--- config.mk ---
export PLATFORM = sky130hd
export DESIGN_NAME = wram_arbiter
export DESIGN_NICKNAME = d
export VERILOG_FILES = /design/src/rtl/wram_arbiter.sv
export SDC_FILE = /design/constraint.sdc
export NUM_CORES = 1
export LEC_CHECK = 0
export BUFFER_PORTS_ARGS = -buffer_cell sky130_fd_sc_hd__buf_2
export CAP_MARGIN = 20
export CORE_UTILIZATION = 38
export CTS_CLUSTER_DIAMETER = 60
export DETAILED_ROUTE_END_ITERATION = 16
export PLACE_DENSITY = 0.66
export REMOVE_ABC_BUFFERS = 1
export SYNTH_ARGS = -nofsm -noshare
export SYNTH_HDL_FRONTEND = slang
export SYNTH_SLANG_ARGS = --single-unit
export TNS_END_PERCENT = 20
--- constraint.sdc ---
create_clock -name clk -period 1.3 [get_ports clk]
set_input_delay 0.39 -clock clk [delete_from_list [all_inputs] [get_ports clk]]
set_output_delay 0.39 -clock clk [all_outputs]
set_load 0.01 [all_outputs]
--- src/rtl/wram_arbiter.sv ---
// wram_arbiter: request/acknowledge arbiter sharing a hi/lo byte-bank working RAM
// between CPU byte accesses and video word fetches. Video has priority and one
// video request can be held pending; every access takes IDLE -> ACC -> CAP.
module wram_arbiter #(
    parameter int AW = 11,
    parameter int DW = 8
) (
    input  logic            clk,
    input  logic            reset,
    input  logic            cpu_req,
    input  logic            cpu_we,
    input  logic [AW:0]     cpu_addr,
    input  logic [DW-1:0]   cpu_wdata,
    output logic            cpu_ack,
    output logic [DW-1:0]   cpu_rdata,
    input  logic            vid_req,
    input  logic [AW-1:0]   vid_addr,
    output logic            vid_valid,
    output logic [2*DW-1:0] vid_data,
    output logic            vid_ovr,
    output logic [AW-1:0]   ram_addr,
    output logic            ram_we_hi,
    output logic            ram_we_lo,
    output logic [DW-1:0]   ram_wdata,
    input  logic [DW-1:0]   ram_rdata_hi,
    input  logic [DW-1:0]   ram_rdata_lo
);

    typedef enum logic [1:0] {
        IDLE = 2'd0,
        ACC  = 2'd1,
        CAP  = 2'd2
    } state_t;

    typedef enum logic {
        OWN_CPU = 1'b0,
        OWN_VID = 1'b1
    } owner_t;

    state_t        state;
    state_t        state_nxt;
    owner_t        owner;

    logic          vid_pend;
    logic [AW-1:0] vid_addr_q;
    logic          cpu_lsb_q;
    logic          cpu_we_q;

    logic          grant_vid;
    logic          grant_cpu;
    logic          cap_cpu;
    logic          cap_vid;

    // State register.
    always_ff @(posedge clk) begin
        // NOTE: clocked state uses non-blocking assignments so every flop samples pre-edge values.
        if (reset)
            state <= IDLE;
        else
            state <= state_nxt;
    end

    // Next-state: any request leaves IDLE, the access then runs a fixed two cycles.
    always_comb begin
        // NOTE: default first so no path through the case leaves state_nxt unassigned (no latch).
        state_nxt = state;
        case (state)
            IDLE:    if (vid_pend || vid_req || cpu_req) state_nxt = ACC;
            ACC:     state_nxt = CAP;
            CAP:     state_nxt = IDLE;
            default: state_nxt = IDLE;
        endcase
    end

    // Output decode: grant selection in IDLE (video first) and capture qualifiers in CAP.
    always_comb begin
        grant_vid = (state == IDLE) && (vid_pend || vid_req);
        grant_cpu = (state == IDLE) && !(vid_pend || vid_req) && cpu_req;
        cap_cpu   = (state == CAP) && (owner == OWN_CPU);
        cap_vid   = (state == CAP) && (owner == OWN_VID);
    end

    // Grant register: owner, RAM address, write strobe and write data for the ACC cycle.
    always_ff @(posedge clk) begin
        if (reset) begin
            owner     <= OWN_CPU;
            ram_addr  <= '0;
            ram_we_hi <= 1'b0;
            ram_we_lo <= 1'b0;
            ram_wdata <= '0;
            cpu_lsb_q <= 1'b0;
            cpu_we_q  <= 1'b0;
        end else begin
            ram_we_hi <= 1'b0;
            ram_we_lo <= 1'b0;
            if (grant_vid) begin
                owner    <= OWN_VID;
                ram_addr <= vid_pend ? vid_addr_q : vid_addr;
            end else if (grant_cpu) begin
                owner     <= OWN_CPU;
                ram_addr  <= cpu_addr[AW:1];
                ram_wdata <= cpu_wdata;
                ram_we_hi <= cpu_we & ~cpu_addr[0];
                ram_we_lo <= cpu_we &  cpu_addr[0];
                cpu_lsb_q <= cpu_addr[0];
                cpu_we_q  <= cpu_we;
            end
        end
    end

    // Video pending slot: one request buffered, a second one while still pending is an overrun.
    always_ff @(posedge clk) begin
        if (reset) begin
            vid_pend   <= 1'b0;
            vid_addr_q <= '0;
            vid_ovr    <= 1'b0;
        end else if (grant_vid && vid_pend) begin
            // Slot frees this cycle, so a simultaneous strobe refills it.
            vid_pend <= vid_req;
            if (vid_req)
                vid_addr_q <= vid_addr;
        end else if (grant_vid) begin
            // Strobe granted directly from IDLE; nothing to buffer.
            vid_pend <= 1'b0;
        end else if (vid_req) begin
            if (vid_pend) begin
                vid_ovr <= 1'b1;
            end else begin
                vid_pend   <= 1'b1;
                vid_addr_q <= vid_addr;
            end
        end
    end

    // Completion: capture RAM data at the end of CAP and pulse ack/valid in the following IDLE.
    always_ff @(posedge clk) begin
        if (reset) begin
            cpu_ack   <= 1'b0;
            vid_valid <= 1'b0;
            cpu_rdata <= '0;
            vid_data  <= '0;
        end else begin
            cpu_ack   <= cap_cpu;
            vid_valid <= cap_vid;
            if (cap_cpu && !cpu_we_q)
                cpu_rdata <= cpu_lsb_q ? ram_rdata_lo : ram_rdata_hi;
            if (cap_vid)
                vid_data <= {ram_rdata_hi, ram_rdata_lo};
        end
    end

endmodule

# [Word-level counts from Yosys, hierarchy flattened]
# Cells that the tools add are included.
[word_totals] ff_bits=65 input_bits=52 output_inout_bits=48 elab_cells=61
[classes] eq_ne=5 muxes=15 bitwise=7 reduce_logical=19
[op_table] op="11-bit two-way mux" n=7
[op_table] op="8-bit two-way mux" n=1
[op_table] op="1-bit logical AND" n=7
[op_table] op="1-bit two-way mux" n=5
[op_table] op="1-bit inverter" n=5
[op_table] op="2-bit inequality test, second input constant" n=2
[op_table] op="2-bit case mux with 2 select lines" n=1
[op_table] op="4-bit AND reduction" n=1
[op_table] op="2-bit nonzero test" n=2
[op_table] op="3-bit AND reduction" n=1
[op_table] op="3-bit nonzero test" n=1
[op_table] op="3-bit OR reduction" n=1
[op_table] op="1-bit bitwise AND" n=2
[op_table] op="2-bit by 1-bit equality test with 1-bit output, second input constant" n=1
[op_table] op="2-bit equality test, second input constant" n=1
[op_table] op="1-bit zero test" n=2
[op_table] op="2-bit zero test" n=1
[op_table] op="1-bit logical OR" n=2
[op_table] op="2-bit two-way mux" n=1
[op_table] op="2-bit by 1-bit inequality test with 1-bit output, second input constant" n=1
[op_table] op="2-bit AND reduction" n=1

# [Logic depth before layout (Yosys ltp)]
# Gate-level depths: netlist (run 1).
[depth] word_depth=6 depth_mapped=6 mapped_depth_nobuf=3

# [Least setup slack after synthesis (run 1)]
# Ideal clock, no wire load.
[synth_path] kind="register to register" start="register state[1]" end="register cpu_lsb_q" setup_time_ns=0.132 arrival_ns=1.251 required_ns=1.168 slack_ns=-0.083 path_stages_with_launch=6 path_buffers=2 period_less_slack_ns=1.383 path_cell_list="dfxtp_1 buf_2 or3b_2 clkbuf_2 o21ai_0 a21oi_1"
[synth_via] elab_chain_cells=4 elab_cells_between_ends=6 classes_between="bitwise (1); reduce/logical (5)"
[synth_rtl] item="start: declaration" line_no="40" source="state_t state;"
[synth_rtl] item="start signal: assignment" line_no="60" source="state <= state_nxt;"
[synth_rtl] item="2-bit zero test *" line_no="77, 78"
[synth_rtl] item="1-bit logical AND (on tied branches)" line_no="78, 77"
[synth_rtl] item="1-bit logical AND or 1-bit inverter (tied branches)"
[synth_rtl] item="2-bit AND reduction (no line) *"
[synth_rtl] item="end signal: assignment" line_no="105" source="cpu_lsb_q <= cpu_addr[0];"
[synth_rtl] item="end: declaration" line_no="46" source="logic cpu_lsb_q;"
# Mark *: on every way between the ends. The rest lies on a longest branch, timed or not.
# A chain may end at the register's enable or synchronous reset.

# [Worst setup path after layout (run 1)]
[layout_path] start="register state[1]" end="register ram_we_lo"
[layout_via] elab_chain_cells=5 elab_cells_between_ends=6 classes_between="bitwise (1); reduce/logical (5)"
[layout_rtl] item="2-bit zero test *" line_no="77, 78"
[layout_rtl] item="1-bit logical AND (2 in series)" line_no="78" source="grant_cpu = (state == IDLE) && !(vid_pend || vid_req) && cpu_req;"
[layout_rtl] item="1-bit inverter (no line)"
[layout_rtl] item="3-bit OR reduction (no line) *"
[layout_rtl] item="end signal: assignment" line_no="104" source="ram_we_lo <= cpu_we & cpu_addr[0];"
[layout_rtl] item="end: declaration" line_no="23" source="output logic ram_we_lo,"
# Marked as above.

==> results.txt, run 1 <==
clock skew -> 0.0126 ns
final critical-path required period -> 1.27 ns
Vias -> 2653
DRT Pass-1 Iters -> 4
Post-synth EDFFs -> 0
fmax -> 0.786 GHz
# hold bufs at CTS -> 0
Avg Inst Size Synth -> 8.65 um^2
worst slack, placed -> -0.173 ns
number of global-route vias before repair -> 2472
startpoint types -> flip-flop
n_diodes -> 0
post-DP HPWL -> 4640 um
Register Area -> 1300 um^2
io pins -> 100
Worst Path Max Fanout -> 8
Port Buf Inserts -> 99
max_cap viols -> 0
Final Non-Filler Cells -> 525
most frequent cell on the critical path -> buf_4
placed standard-cell area -> 3490 um^2
Post-synth ARST share -> 0%
DRC viols -> 0
final worst path period share -> 97.9%
Fillers -> 673
Skew-Pair Late Insertion Delay -> 0.34 ns
slowest stage delay, CP -> 0.36 ns
critical path cell sequence -> buf_4 -> nor3b_2 -> buf_4 -> nand2_1 -> nor4bb_1
Critical Path RT -> 1.55 ns
Reg clk slew, reported paths -> 0.08 ns
antenna violations before repair -> 0
row cnt -> 30
VDD IR max -> 0.517 mV
post-route cell area -> 3740 um^2
synth warn -> 0
starting density of the core -> 40.2%
WHS -> 0.246 ns
WL per Instance -> 13.2 um
Setup crit end kind -> flip-flop
Hold Crit Class -> in2reg
Leak Pwr -> 0.00156 uW
synthesis-stage register bit count -> 65
Placed Cells -> 508
critical path arrival -> 1.52 ns
sequential area share after synthesis -> 46.6%
final antenna-violating net count -> 0
Netlist cell types -> 31
slowest CP cell -> dfxtp_2
nets@finish -> 476
pwr dens -> 1290 nW/um^2
DR iter-0 viols -> 114
Die X -> 87.7 um
CTS tree -> yes
Mapped Area -> 2790 um^2
status -> finished, final reports clean
area of the multi-input gates -> 1360 um^2
Layout area overhead -> 34.0%
Area contributors post-synth -> dfxtp_1, mux2i_1, nand2_1
worst hold path cell count -> 2
endpoints failing setup -> 0
Top FF cell, synth -> dfxtp_1
clock sinks -> 65
max_slew headroom -> 75.8%
routed vias/inst -> 5.05
share of layout cells above drive strength 1 -> 34.0%
TritonCTS buffer count -> 9
die span in y -> 87.7 um
Routed Wire Length -> 6920 um
Final Hold Fails -> 0
top-area cell type share of the netlist area -> 46.6%
pin count of the biggest net entering global routing -> 43
routability congestion estimate -> 0.780
maximum clock path buffer count -> 2
GRT Overall Usage -> 18.8%
Root Driver -> clkbuf_8
RSZ-0062 raised after global routing -> true
post-route core utilization -> 53.9%
Synth Instances -> 323
first-pass GRT wire length -> 11300 um
worst setup slack after layout -> 0.0277 ns
GR Overflow Total -> 0
Yosys top cell by area -> dfxtp_1
Worst Setup Path Type -> reg2reg
Reg2Reg Depth -> 5
Worst-Margin Slew -> 0.358 ns
H-tree depth -> 3
Die ar. -> 7700 um^2
floorplan core area -> 6940 um^2
Slew Viols, Final -> 0
==> metal layers <==
layer  up-vias  GRT usage, %  wire, um
met5         -             0         0
met4         0          6.56       109
met3         9          5.28       317
met2        67          30.6      3270
met1      1254          23.9      3220
li1       1323             -         -
==> area by class of cell <==
class / count / share of cell area, %
multi-input combinational: 227 / 36.4
sequential: 65 / 34.8
timing repair buffer: 121 / 19.7
clock buffer: 12 / 3.88
tap: 96 / 3.21
clock inverter: 4 / 2.04
==> final timing paths <==
kind / start / endpoint / slack, ns
worst max-delay path: state[1] / ram_we_lo / 0.03
worst min-delay path: cpu_addr[0] / ram_we_hi / 0.25
worst min register to register: vid_data[7] / vid_data[7] / 0.45
worst max register to register: state[1] / ram_we_lo / 0.03
==> cells in the final DEF, fill, tap and decap left out, types with 12 or more instances in the layout <==
| cell | n |
|---|---|
| buf_2 | 99 |
| dfxtp_1 | 63 |
| nand2_1 | 45 |
| a21oi_1 | 26 |
| o21ai_0 | 22 |
| nand2b_1 | 22 |
| nand3_1 | 21 |
| mux2i_1 | 19 |
| buf_4 | 16 |
| nand3b_1 | 12 |
| a31oi_1 | 12 |
==> through the flow <==
step / TNS [ns] / total power (uW)
final: 0 / 4840
after global routing: -1.12 / 5070
after CTS: -0.0105 / 4880
after detailed placement: -1.62 / 2950
after global placement: -1.06 / 2930
after floorplan: -9.20 / 2560
==> cells by family after synthesis <==
kind of cell           count (synthesis)  share of synthesized area, %
buffers and inverters                 31                          5.37
AND/OR/NAND/NOR                      126                          24.2
AO/OA/AOI/OAI                         82                          17.1
flip-flops                            65                          46.6
multiplexers                          19                          6.81
==> worst max-delay path: cells and delay by family, from the launching register on <==
| family | cells | cell delay (ns) |
|---|---|---|
| flops | 1 | 0.36 |
| simple gates | 3 | 0.54 |
| buf+inv | 2 | 0.30 |
==> Yosys cell counts (2+ instances only) <==
master     n
a211oi_1   8
clkbuf_1  14
nand3b_1  12
buf_2     10
nor4b_1    2
dfxtp_1   65
nor3_1     2
a31oi_1   12
nand2b_1  22
buf_1      2
mux2i_1   19
a21oi_1   27
a21o_1    11
clkbuf_2   2
nor2_1    12
nand3_1   21
o21ai_0   23
nand2_1   45
buf_6      2
==> timing repair <==
| action | 4_1_cts | 5_1_grt |
|---|---|---|
| setup endpoints to repair | 13 | 39 |
| endpoints found under the hold margin | 0 | 0 |
| buffers inserted | 0 | 1 |
| resized for setup | 2 | 5 |
==> power breakdown <==
part           total, uW  switching, uW  internal, uW  leakage, uW
sequential          2170           64.4          2100     0.000530
combinational        745            389           357     0.000919
clock               1930            790          1140     0.000107
==> registers in the layout (all words and copies together), names as in the netlist <==
signal / count
owner: 1
vid_ovr: 1
ram_addr: 11
state: 2
ram_we_lo: 1
ram_wdata: 8
cpu_ack: 1
cpu_we_q: 1
cpu_lsb_q: 1
vid_pend: 1
vid_valid: 1
vid_addr_q: 11
ram_we_hi: 1
vid_data: 16
cpu_rdata: 8
(Power assumes the default switching activity.)
==> run 2: changes to the inputs <==
Settings changed: ABC_AREA from default to 1.
==> run 2 against run 1 <==
Net effect: non-clock buffer count rose by 3; highest routed layer unchanged; cell area rose by 3.8%; global-route usage rose by 0.23 points; critical path depth fell by 4.
==> results.txt, run 2 <==
slowest CP cell -> dfxtp_1 (was dfxtp_2)
Yosys top cell by area -> dfxtp_1 (unchanged)
max_cap viols -> 0 (unchanged)
starting density of the core -> 39.9% (was 40.2%)
clock sinks -> 65 (unchanged)
worst r2r src -> state[0] (was state[1])
Post-synth ARST share -> 0% (unchanged)
WL per Instance -> 11.8 um (was 13.2 um)
Reg2Reg Depth -> 7 (was 5)
pwr dens -> 1250 nW/um^2 (was 1290 nW/um^2)
maximum clock path buffer count -> 2 (unchanged)
Worst path depth -> 1 (was 5)
synth warn -> 0 (unchanged)
largest register by flop count -> vid_data (unchanged)
synth cell count leaders -> nand2_1, dfxtp_1, inv_1 (was dfxtp_1, nand2_1, a21oi_1)
endpoints failing setup -> 0 (unchanged)
post-DP HPWL -> 5380 um (was 4640 um)
Netlist cell types -> 23 (was 31)
floorplan core area -> 7370 um^2 (was 6940 um^2)
routed vias/inst -> 4.70 (was 5.05)
Reg clk slew, reported paths -> 0.07 ns (was 0.08 ns)
status -> finished, final reports clean (unchanged)
Synth Instances -> 427 (was 323)
WHS -> 0.261 ns (was 0.246 ns)
final worst path period share -> 94.4% (was 97.9%)
Setup Buffers After CTS -> 0 (unchanged)
io pins -> 100 (unchanged)
share of layout cells above drive strength 1 -> 28.5% (was 34.0%)
Worst Setup Path Type -> reg2out (was reg2reg)
Area contributors post-synth -> dfxtp_1, nand2_1, a21oi_1 (was dfxtp_1, mux2i_1, nand2_1)
commonest non-fill, non-tap cell in the layout -> nand2_1 (was buf_2)
first-pass GRT wire length -> 12600 um (was 11300 um)
pin count of the biggest net entering global routing -> 34 (was 43)
DR iter-0 viols -> 83 (was 114)
final antenna-violating net count -> 0 (unchanged)
RSZ-0062 raised after global routing -> true (unchanged)
antenna violations before repair -> 0 (unchanged)
Top FF cell, synth -> dfxtp_1 (unchanged)
final critical-path required period -> 1.23 ns (was 1.27 ns)
post-route cell area -> 3880 um^2 (was 3740 um^2)
Worst-Margin Slew -> 0.510 ns (was 0.358 ns)
TritonCTS buffer count -> 9 (unchanged)
critical path arrival -> 0.84 ns (was 1.52 ns)
Root Driver -> clkbuf_8 (unchanged)
R2R Path End -> cpu_rdata[6] (was ram_we_lo)
Vias -> 3006 (was 2653)
placed standard-cell area -> 3650 um^2 (was 3490 um^2)
VDD IR max -> 0.617 mV (was 0.517 mV)
Worst Path Max Fanout -> 2 (was 8)
Avg Inst Size Synth -> 6.88 um^2 (was 8.65 um^2)
Hold Crit Class -> in2reg (unchanged)
DRT Pass-1 Iters -> 4 (unchanged)
CP delay by family, top -> flip-flops (was simple AND/OR/NAND/NOR gates)
most numerous cell in the Yosys netlist -> nand2_1 (was dfxtp_1)
fmax -> 0.815 GHz (was 0.786 GHz)
max_slew headroom -> 65.9% (was 75.8%)
startpoint types -> flip-flop (unchanged)
synthesis-stage register bit count -> 65 (unchanged)
top-area cell type share of the netlist area -> 44.3% (was 46.6%)
routability congestion estimate -> 0.796 (was 0.780)
Setup crit end kind -> output port (was flip-flop)
reg-to-reg setup timing slack -> 0.07 ns (was 0.03 ns)
Die ar. -> 8090 um^2 (was 7700 um^2)
H-tree depth -> 3 (unchanged)
number of global-route vias before repair -> 2739 (was 2472)
largest registers -> vid_data x16, ram_addr x11, vid_addr_q x11 (unchanged)
Slew Viols, Final -> 0 (unchanged)
Skew-Pair Late Insertion Delay -> 0.33 ns (was 0.34 ns)
Port Buf Inserts -> 99 (unchanged)
GRT Overall Usage -> 19.0% (was 18.8%)
nets@finish -> 588 (was 476)
hold_sp -> cpu_addr[0] (unchanged)
n_diodes -> 0 (unchanged)
Post-synth EDFFs -> 0 (unchanged)
max reg flops -> 16 (unchanged)
Min-Delay Endpoint -> ram_we_hi (unchanged)
row cnt -> 31 (was 30)
die span in y -> 89.9 um (was 87.7 um)
Final Hold Fails -> 0 (unchanged)
Routed Wire Length -> 7530 um (was 6920 um)
CP Buf/Inv Count -> 1 (was 2)
most frequent cells in the layout -> nand2_1, buf_2, dfxtp_1 (was buf_2, dfxtp_1, nand2_1)
slowest stage delay, CP -> 0.37 ns (was 0.36 ns)
CTS tree -> yes (unchanged)
sequential area share after synthesis -> 44.3% (was 46.6%)
critical path cell sequence -> buf_2 (was buf_4 -> nor3b_2 -> buf_4 -> nand2_1 -> nor4bb_1)
Leak Pwr -> 0.00204 uW (was 0.00156 uW)
clock skew -> 0.00726 ns (was 0.0126 ns)
worst hold path cell count -> 2 (unchanged)
GR Overflow Total -> 0 (unchanged)
Mapped Area -> 2940 um^2 (was 2790 um^2)
Layout area overhead -> 32.2% (was 34.0%)
Critical Path RT -> 0.91 ns (was 1.55 ns)
Die X -> 89.9 um (was 87.7 um)
DRC viols -> 0 (unchanged)
## run 2: changes by cell type after synthesis, sizes merged, moves of 9 or more
cell | before | now
a21o | 11 | 0
nor2 | 12 | 23
nand2 | 45 | 125
a31oi | 12 | 1
nand2b | 22 | 0
nand3 | 21 | 35
o21ai | 23 | 32
a21oi | 27 | 39
nand4 | 0 | 11
mux2i | 19 | 0
inv | 0 | 53
## run 2: area by class of cell
class / count / area, um^2
fill: 736 / 3480
multi-input combinational: 282 / 1330
sequential: 65 / 1310
timing repair buffer: 124 / 721
inverter: 54 / 205
clock buffer: 10 / 138
tap: 99 / 124
clock inverter: 6 / 65.1
## run 2: worst max path at each step
stage                        start      endpoint  slack [ns]
after floorplan           vid_pend   ram_addr[0]       -0.19
after global placement     vid_req   ram_addr[7]       -0.15
after detailed placement   vid_req  ram_addr[10]       -0.18
after CTS                 state[1]   ram_addr[5]        0.01
after global routing      state[0]  cpu_rdata[1]       -0.05
final                      vid_ovr       vid_ovr        0.07
## run 2: what timing repair did
item                       CTS  global route
resized for setup            1            12
hold buffers                 0             0
setup endpoints to repair   11            45
pin swaps                    0             0
gates cloned                 0             0
## run 2: logic make-up after synthesis
logic type,Yosys count,share of synthesized area (%)
buf+inv,80,11.2
simple gates,209,31.9
compound gates,73,12.6
flops,65,44.3
## run 2: routing by layer
layer	vias up	part of all wire [%]	track usage (%)	wire length [um]
met5	-	0	0	0
met4	0	0.76	5.65	57
met3	5	6.6	5.16	497
met2	86	46	31.8	3500
met1	1340	46	24.0	3480
li1	1575	-	-	-
## run 2: metrics by stage
| stage | instances | util (%) | worst slack, ns | power [uW] | TNS [ns] |
|---|---|---|---|---|---|
| finish | 640 | 52.7 | 0.0724 | 4870 | 0 |
| global route | 640 | 52.7 | -0.0515 | 5140 | -0.358 |
| CTS | 640 | 52.4 | 0.0125 | 4900 | 0 |
| detailed placement | 624 | 49.6 | -0.176 | 3130 | -2.09 |
| global placement | 624 | 49.6 | -0.146 | 3110 | -1.53 |
| floorplan | 401 | - | -0.191 | 2720 | -7.54 |
## run 2: report_power, final
part	total [uW]	leakage [uW]	internal [uW]	switching [uW]
Clock	1760	0.000103	945	814
Sequential	2200	0.000531	2130	76.2
Combinational	905	0.00141	388	517
Total	4870	0.00204	3460	1410
==> run 3: changes to the inputs <==
Settings changed: CORE_ASPECT_RATIO from default to 1.1.
==> run 3 against run 2 <==
Net effect: total power shrank 1.8%; non-clock buffer count is 5 lower; sequential cell count unchanged; sequential share of layout area about the same; via count grew 2.2%; die area barely moved; setup slack got worse by 0.0075 ns; critical path depth unchanged.
==> results.txt, run 3 (same netlist as run 2, synthesis figures left out) <==
Reg2Reg Depth -> 6 (was 7)
critical path cell sequence -> buf_2 (unchanged)
clock sinks -> 65 (unchanged)
GRT Overall Usage -> 20.6% (was 19.0%)
die span in y -> 94.2 um (was 89.9 um)
routability congestion estimate -> 0.823 (was 0.796)
Met2 Routed Length -> 3580 um (was 3500 um)
Slew Viols, Final -> 0 (unchanged)
Worst Path Max Fanout -> 2 (unchanged)
most frequent cells in the layout -> nand2_1, buf_2, dfxtp_1 (unchanged)
n_diodes -> 0 (unchanged)
post-route cell area -> 3890 um^2 (was 3880 um^2)
endpoints failing setup -> 0 (unchanged)
Port Buf Inserts -> 99 (unchanged)
post-DP HPWL -> 5360 um (was 5380 um)
Vias -> 3071 (was 3006)
Hold Crit Class -> in2reg (unchanged)
RSZ-0062 raised after global routing -> true (unchanged)
CTS tree -> yes (unchanged)
slowest CP cell -> dfxtp_1 (unchanged)
CP delay by family, top -> flip-flops (unchanged)
DRT Pass-1 Iters -> 4 (unchanged)
floorplan core area -> 7470 um^2 (was 7370 um^2)
largest register by flop count -> vid_data (unchanged)
Root Driver -> clkbuf_8 (unchanged)
pin count of the biggest net entering global routing -> 47 (was 34)
pwr dens -> 1230 nW/um^2 (was 1250 nW/um^2)
Skew-Pair Late Insertion Delay -> 0.34 ns (was 0.33 ns)
starting density of the core -> 39.3% (was 39.9%)
Power, Total -> 4780 uW (was 4870 uW)
max reg flops -> 16 (unchanged)
Setup crit end kind -> output port (unchanged)
final critical-path required period -> 1.24 ns (was 1.23 ns)
Worst Setup Path Type -> reg2out (unchanged)
nets@finish -> 584 (was 588)
TritonCTS buffer count -> 9 (unchanged)
VDD IR max -> 0.564 mV (was 0.617 mV)
fmax -> 0.810 GHz (was 0.815 GHz)
post-route core utilization -> 52.0% (was 52.7%)
antenna violations before repair -> 0 (unchanged)
first-pass GRT wire length -> 12900 um (was 12600 um)
worst hold path cell count -> 2 (unchanged)
Leak Pwr -> 0.00202 uW (was 0.00204 uW)
routed vias/inst -> 4.78 (was 4.70)
met1 WL -> 3460 um (was 3480 um)
uppermost routed layer -> met4 (unchanged)
final worst path period share -> 95.0% (was 94.4%)
CP Buf/Inv Count -> 1 (unchanged)
Final Hold Fails -> 0 (unchanged)
startpoint types -> flip-flop (unchanged)
Die ar. -> 8090 um^2 (about the same)
DR iter-0 viols -> 195 (was 83)
routed wl met3 -> 568 um (was 497 um)
Layout area overhead -> 32.4% (was 32.2%)
WL per Instance -> 12.1 um (was 11.8 um)
final antenna-violating net count -> 0 (unchanged)
placed standard-cell area -> 3630 um^2 (was 3650 um^2)
slowest stage delay, CP -> 0.36 ns (was 0.37 ns)
commonest non-fill, non-tap cell in the layout -> nand2_1 (unchanged)
max_slew headroom -> 66.5% (was 65.9%)
Reg clk slew, reported paths -> 0.08 ns (was 0.07 ns)
Routed Wire Length -> 7750 um (was 7530 um)
worst slack, placed -> -0.236 ns (was -0.176 ns)
clock skew -> 0.00717 ns (was 0.00726 ns)
H-tree depth -> 3 (unchanged)
GR Overflow Total -> 0 (unchanged)
status -> finished, final reports clean (unchanged)
share of layout cells above drive strength 1 -> 28.1% (was 28.5%)
Worst path depth -> 1 (unchanged)
Worst-Margin Slew -> 0.502 ns (was 0.510 ns)
reg-to-reg setup timing slack -> 0.09 ns (was 0.07 ns)
critical path arrival -> 0.85 ns (was 0.84 ns)
largest registers -> vid_data x16, ram_addr x11, vid_addr_q x11 (unchanged)
# hold bufs at CTS -> 0 (unchanged)
row cnt -> 33 (was 31)
number of global-route vias before repair -> 2824 (was 2739)
maximum clock path buffer count -> 2 (unchanged)
io pins -> 100 (unchanged)
Die X -> 85.8 um (was 89.9 um)
Critical Path RT -> 0.91 ns (about the same)
DRC viols -> 0 (unchanged)
worst setup slack after layout -> 0.0649 ns (was 0.0724 ns)
max_cap viols -> 0 (unchanged)
-- run 3: where the power goes --
group,internal (uW),switching (uW),total [uW]
Sequential,2120,76.4,2200
Clock,806,840,1650
Combinational,398,530,928
-- run 3: timing repair --
item | CTS | global route
endpoints found under the setup margin | 19 | 41
setup buffers | 0 | 2
pin swaps | 0 | 1
cloned | 0 | 1
gates resized for setup | 3 | 12
-- run 3: path summary, 6_finish.rpt --
check | from | end
max | ram_addr[10] | ram_addr[10]
min | cpu_addr[0] | ram_we_hi
max reg2reg | state[1] | ram_addr[8]
min reg2reg | vid_data[3] | vid_data[3]
-- run 3: stage by stage --
| stage | hold WS, ns | instances | setup TNS [ns] |
|---|---|---|---|
| 2_1_floorplan | 0.443 | 401 | -7.54 |
| 3_3_place_gp | 0.429 | 623 | -2.12 |
| 3_5_place_dp | 0.431 | 623 | -3.08 |
| 4_1_cts | 0.215 | 639 | 0 |
| 5_1_grt | 0.222 | 642 | -0.0586 |
| 6_report | 0.232 | 642 | 0 |
-- run 3: routing by layer --
| metal | global-route usage, % | vias to the layer above |
|---|---|---|
| met2 | 32.9 | 108 |
| li1 | - | 1574 |
| met1 | 25.3 | 1377 |
| met5 | 0 | - |
| met4 | 10.8 | 0 |
| met3 | 5.36 | 12 |
-- run 3: final cells by class --
type,instances,area [um^2]
inverters,54,205
clock buffers,11,151
fillers,760,3580
flip-flops and latches,65,1310
multi-input cells,282,1330
repair buffers,119,719
repair inverters,1,7.51
well taps,105,131
clock inverters,5,37.5
